## config.mk

```make
export PLATFORM = sky130hd
export DESIGN_NAME = down_timer
export DESIGN_NICKNAME = d
export VERILOG_FILES = /design/src/rtl/down_timer_pkg.sv /design/src/rtl/down_count_core.sv /design/src/rtl/down_timer.sv
export SDC_FILE = /design/constraint.sdc
export NUM_CORES = 1
export LEC_CHECK = 0
export CAP_MARGIN = 20
export CORE_ASPECT_RATIO = 1.25
export CORE_MARGIN = 3
export CORE_UTILIZATION = 45
export CTS_CLUSTER_SIZE = 20
export DETAILED_ROUTE_END_ITERATION = 10
export PLACE_DENSITY = 0.74
export SLEW_MARGIN = 20
export SYNTH_ARGS = -nofsm -noshare
export SYNTH_HDL_FRONTEND = slang
export SYNTH_SLANG_ARGS = --single-unit
```

## constraint.sdc

```tcl
create_clock -name clk -period 1.88 [get_ports clk]
set_input_delay 0.564 -clock clk [delete_from_list [all_inputs] [get_ports clk]]
set_output_delay 0.564 -clock clk [all_outputs]
set_load 0.03 [all_outputs]
```

## src/rtl/down_timer_pkg.sv

```systemverilog
// Shared encodings for the timing-chain blocks: FSM state codes and run-mode constants.
package down_timer_pkg;

  localparam logic [1:0] ST_IDLE = 2'd0;
  localparam logic [1:0] ST_RUN  = 2'd1;
  localparam logic [1:0] ST_DONE = 2'd2;

  localparam logic MODE_ONESHOT  = 1'b0;
  localparam logic MODE_PERIODIC = 1'b1;

  typedef enum logic [1:0] {
    S_IDLE = ST_IDLE,
    S_RUN  = ST_RUN,
    S_DONE = ST_DONE
  } state_e;

  function automatic logic is_run(input state_e s);
    return s == S_RUN;
  endfunction

endpackage

```

## src/rtl/down_count_core.sv

```systemverilog
// WIDTH-bit down counter: synchronous load has priority over decrement, which saturates at zero.
module down_count_core #(
  parameter int unsigned WIDTH = 16
) (
  input  logic             clk,
  input  logic             reset,
  input  logic             load_en,
  input  logic [WIDTH-1:0] load_val,
  input  logic             dec_en,
  output logic [WIDTH-1:0] q,
  output logic             zero_c
);

  assign zero_c = (q == '0);

  always_ff @(posedge clk) begin
    if (reset) begin
      q <= '0;
    end else if (load_en) begin
      q <= load_val;
    end else if (dec_en && !zero_c) begin
      q <= q - WIDTH'(1);
    end
  end

endmodule

```

## src/rtl/down_timer.sv

```systemverilog
// Programmable down timer: one-shot or auto-reload periodic, one-cycle tc pulse at terminal count.
module down_timer
  import down_timer_pkg::*;
#(
  parameter int unsigned WIDTH = 16
) (
  input  logic             clk,
  input  logic             reset,
  input  logic             start,
  input  logic             stop,
  input  logic             en,
  input  logic             periodic,
  input  logic [WIDTH-1:0] load,
  output logic [WIDTH-1:0] Q,
  output logic             busy,
  output logic             done,
  output logic             tc
);

  state_e           state;
  logic [WIDTH-1:0] reload;
  logic             mode;
  logic             zero_c;
  logic             tick_c;
  logic             load_en_c;
  logic             dec_en_c;
  logic [WIDTH-1:0] load_val_c;

  // An enabled tick only counts when no command overrides it this cycle.
  assign tick_c     = is_run(state) && en && !start && !stop;
  assign load_en_c  = !stop && (start || (tick_c && zero_c && (mode == MODE_PERIODIC)));
  assign dec_en_c   = tick_c && !zero_c;
  assign load_val_c = start ? load : reload;

  down_count_core #(
    .WIDTH (WIDTH)
  ) u_core (
    .clk      (clk),
    .reset    (reset),
    .load_en  (load_en_c),
    .load_val (load_val_c),
    .dec_en   (dec_en_c),
    .q        (Q),
    .zero_c   (zero_c)
  );

  always_ff @(posedge clk) begin
    if (reset) begin
      state  <= S_IDLE;
      reload <= '0;
      mode   <= MODE_ONESHOT;
      tc     <= 1'b0;
    end else begin
      tc <= 1'b0;
      if (stop) begin
        state <= S_IDLE;
      end else if (start) begin
        reload <= load;
        mode   <= periodic;
        // A zero load terminates at once so periodic mode cannot pulse tc every cycle.
        if (load == '0) begin
          state <= S_DONE;
          tc    <= 1'b1;
        end else begin
          state <= S_RUN;
        end
      end else if (tick_c && zero_c) begin
        tc <= 1'b1;
        if (mode == MODE_ONESHOT) begin
          state <= S_DONE;
        end
      end
    end
  end

  assign busy = (state == S_RUN);
  assign done = (state == S_DONE);

endmodule

```

==> key figures <==
Status
  • Status: complete, but fails checks
  • Violated checks: setup timing

Worst setup path
  • Crit Path Class: flop to flop
  • Register-to-Register Path Depth: 7
  • Critical path endpoint category: flop
  • Largest fanout on the critical path: 15
  • Launch point of the worst reg-to-reg path: u_core.q[12]
  • Worst EP arrival: 2230 ps
  • Setup crit start kind: flop
  • Worst R2R End: u_core.q[8]
  • Worst reg2reg setup slack: -110 ps
  • Data required time at the worst endpoint: 2110 ps
  • Worst setup path startpoint: u_core.q[12]

Logic synthesis
  • Flip-flop and latch count after synthesis: 36
  • Netlist Area Pre-Place: 2010 um2
  • Seq/Total Area, Yosys: 35.9%
  • Number of enable-type register cells in the synthesized netlist: 0
  • Cell variety after synth: 52
  • Mapped Nets: 271
  • Warning count from the yosys run: 0
  • Primary flip-flop cell chosen by synthesis mapping: sky130_fd_sc_hd__dfxtp_1
  • Synthesized instance count: 247
  • Post-Syn Area per Cell: 8.13 um2
  • Async set-reset flop share out of synthesis: 0%

CTS
  • Clock tree from TritonCTS: done
  • Library cell used as clock root buffer: sky130_fd_sc_hd__clkbuf_8
  • Clock Path Buffers: 2
  • Sinks on Clock Net: 36
  • H-tree levels: 2
  • Clock buffers created by TritonCTS: 5
  • Hold buffers post-CTS: 0
  • Clk Latency, worst-skew pair: 300 ps
  • Clock transition at the registers of the reported paths: 80 ps

GRT
  • First-pass GRT wire length: 10400 um
  • Number of antenna violations at the first check in global routing: 0
  • Vias in the first global route: 2101
  • Overall Global Routing Usage: 25.8%
  • Largest net degree at the start of global routing: 27
  • Global route total overflow: 0

Detailed routing
  • Remaining antenna violation count after routing: 0
  • Post-Route WL: 6920 um
  • DR WL/cell: 17.4 um
  • Via total after detailed routing: 2308
  • Pre-antenna DRT Iters: 4
  • First DRT Iteration DRCs: 189
  • Drt drc: 0
  • Post-DR vias/cell: 5.81

STA
  • RSZ-0062 raised after global routing: true
  • Max-slew violation count: 0
  • Highest Clock Rate: 502 MHz
  • Final-report hold violation count: 0
  • Final period utilization: 106%
  • Final critical-path setup slack: -113 ps
  • Worst Clk Skew: 12.7 ps
  • Total of endpoints with negative setup slack in the final report: 13
  • Min cycle time layout: 1990 ps
  • Tightest slew margin relative to the limit: 73.6%
  • Slew at the pin closest to its max-slew limit: 392 ps

Layout
  • Area of all placed cells without fillers: 3240 um2
  • Final Net Count: 364
  • Most common library cell in the layout ignoring fill and taps: sky130_fd_sc_hd__buf_4
  • Final core utilization: 77.1%
  • Area added between synthesis and finish: 61.2%
  • Fraction of layout instances using a drive strength above 1: 34.9%
  • Number of antenna diodes: 0
  • Commonest cells after routing, fill and taps aside: sky130_fd_sc_hd__buf_4, sky130_fd_sc_hd__nand2_1, sky130_fd_sc_hd__dfxtp_1

Power and ir drop
  • Clock group share of total power: 31.6%
  • Sequential Power Share: 38.0%
  • Combinational share of power: 30.4%
  • Leakage power of the design: 1.32 nW
  • Net switching power: 680 uW
  • Sw frac: 31.2%
  • Highest ir drop seen on vdd: 0.496 mV
  • Power density normalized to cell area: 673 nW/um2
  • Int Pwr: 1.50 mW

Place
  • Routability Congestion: 0.940
  • Instance area at placement: 2900 um2
  • Half-perimeter wire length after placement: 4680 um
  • Port Buf Inserts: 40
  • Pre-CTS setup slack: -396 ps

Flow run
  • MaxCap Viol Count: 0

Worst hold path
  • Worst Hold Path EP: reload[4]
  • Hold Path Cell Cnt: 2
  • Origin of the worst min-delay path: reload[4]
  • HP Class: flop to flop

Floorplanning
  • Vertical extent of the die: 80.7 um
  • Starting utilization of the core area: 47.9%
  • Die ar.: 5310 um2
  • Placeable core region: 4200 um2
  • Number of placement rows: 26
  • Boundary Pins: 41
  • Horiz. Die Dim: 65.8 um
## routing by layer
layer  vias to the layer above  routed length, um  share of wire (%)  global-route usage, %
met5                         -                  0                  0                      0
met4                         0                165                2.4                   8.51
met3                        15                337                4.9                   4.76
met2                        83               3520                 51                   43.5
met1                      1117               2890                 42                   32.7
li1                       1093                  -                  -                      -
## flip-flops by register name (all words and copies together), names as in the netlist
name / count
reload: 16
u_core.q: 16
state: 2
mode: 1
tc: 1
## critical path, stage by stage, from the launching register on
cell and delay, ps:
sky130_fd_sc_hd__dfxtp_2 320, sky130_fd_sc_hd__or4_4 560, sky130_fd_sc_hd__nor4_4 180, sky130_fd_sc_hd__buf_4 180, sky130_fd_sc_hd__a21oi_2 70, sky130_fd_sc_hd__buf_12 160
sky130_fd_sc_hd__or2_2 290, sky130_fd_sc_hd__a31oi_1 150
## power groups by stage
| stage | Clock, mW | Sequential, mW | Combinational (mW) |
|---|---|---|---|
| 2_1_floorplan | 0 | 0.886 | 0.251 |
| 4_1_cts | 0.683 | 0.825 | 0.602 |
| 6_report | 0.688 | 0.827 | 0.663 |
| 3_5_place_dp | 0 | 0.843 | 0.573 |
| 5_1_grt | 0.728 | 0.831 | 0.699 |
| 3_3_place_gp | 0 | 0.842 | 0.569 |
## cells by family (layout without fill, tap and decap cells)
kind of cell | count (synthesis) | count (layout) | share of synthesized area (%)
AO/OA/AOI/OAI | 65 | 65 | 22.2
adder cells (fa/ha/maj) | 2 | 2 | 1.25
multiplexers | 11 | 11 | 5.61
XOR/XNOR | 5 | 5 | 2.18
AND/OR/NAND/NOR | 111 | 111 | 29.2
buffers and inverters | 17 | 111 | 3.61
flip-flops | 36 | 36 | 35.9
## synth_stat cells (all sizes together), types with 2 or more instances
library cell	count	share of area [%]
ha	2	1.2
nor2	13	2.4
mux2	2	1.1
buf	4	1.2
o21ai	2	0.50
nor4	8	3.2
xnor2	5	2.2
inv	3	0.56
or4	4	1.7
nand3	4	1.0
or2	6	1.9
clkbuf	10	1.9
and2	2	0.62
a22o	2	0.87
or3	4	1.2
nor2b	9	2.8
and4	2	0.87
o31ai	2	0.75
mux2i	9	4.5
o211ai	2	0.75
nand2b	3	0.93
nand4	4	1.2
dfxtp	36	36
o21a	3	1.1
nor3	6	1.7
a31oi	4	1.2
a211oi	11	4.1
o21bai	2	0.75
nand2	42	7.9
o32ai	2	0.87
a311oi	3	1.3
a21oi	23	5.9
## per-stage QoR
stage | instances | total power, mW | hold WS, ps | setup TNS, ps
floorplan | 247 | 1.14 | 432 | -1070
global placement | 386 | 1.41 | 437 | -9940
detailed placement | 386 | 1.42 | 443 | -10130
CTS | 395 | 2.11 | 452 | -1280
global route | 397 | 2.26 | 471 | -1900
finish | 397 | 2.18 | 452 | -854
## worst max path at each step
stage,end,slack [ps],cells after the start
floorplan,u_core.q[15],-110,6
global placement,u_core.q[10],-360,6
detailed placement,u_core.q[6],-400,7
CTS,u_core.q[8],-160,7
global route,u_core.q[8],-170,7
finish,u_core.q[8],-110,7
## final cells by class
cell class | instances | area (um2)
clock buffer | 5 | 68.8
clock inverter | 3 | 37.5
fill | 312 | 960
inverter | 3 | 11.3
multi-input combinational | 194 | 1430
sequential | 36 | 736
tap | 56 | 70.1
timing repair buffer | 100 | 886
## what timing repair did
| item | 4_1_cts | 5_1_grt |
|---|---|---|
| resized for setup | 36 | 32 |
| endpoints found under the setup margin | 36 | 30 |
| pin swaps | 12 | 5 |
| setup buffers | 3 | 2 |
No activity file was read; power rests on OpenSTA's default activity.
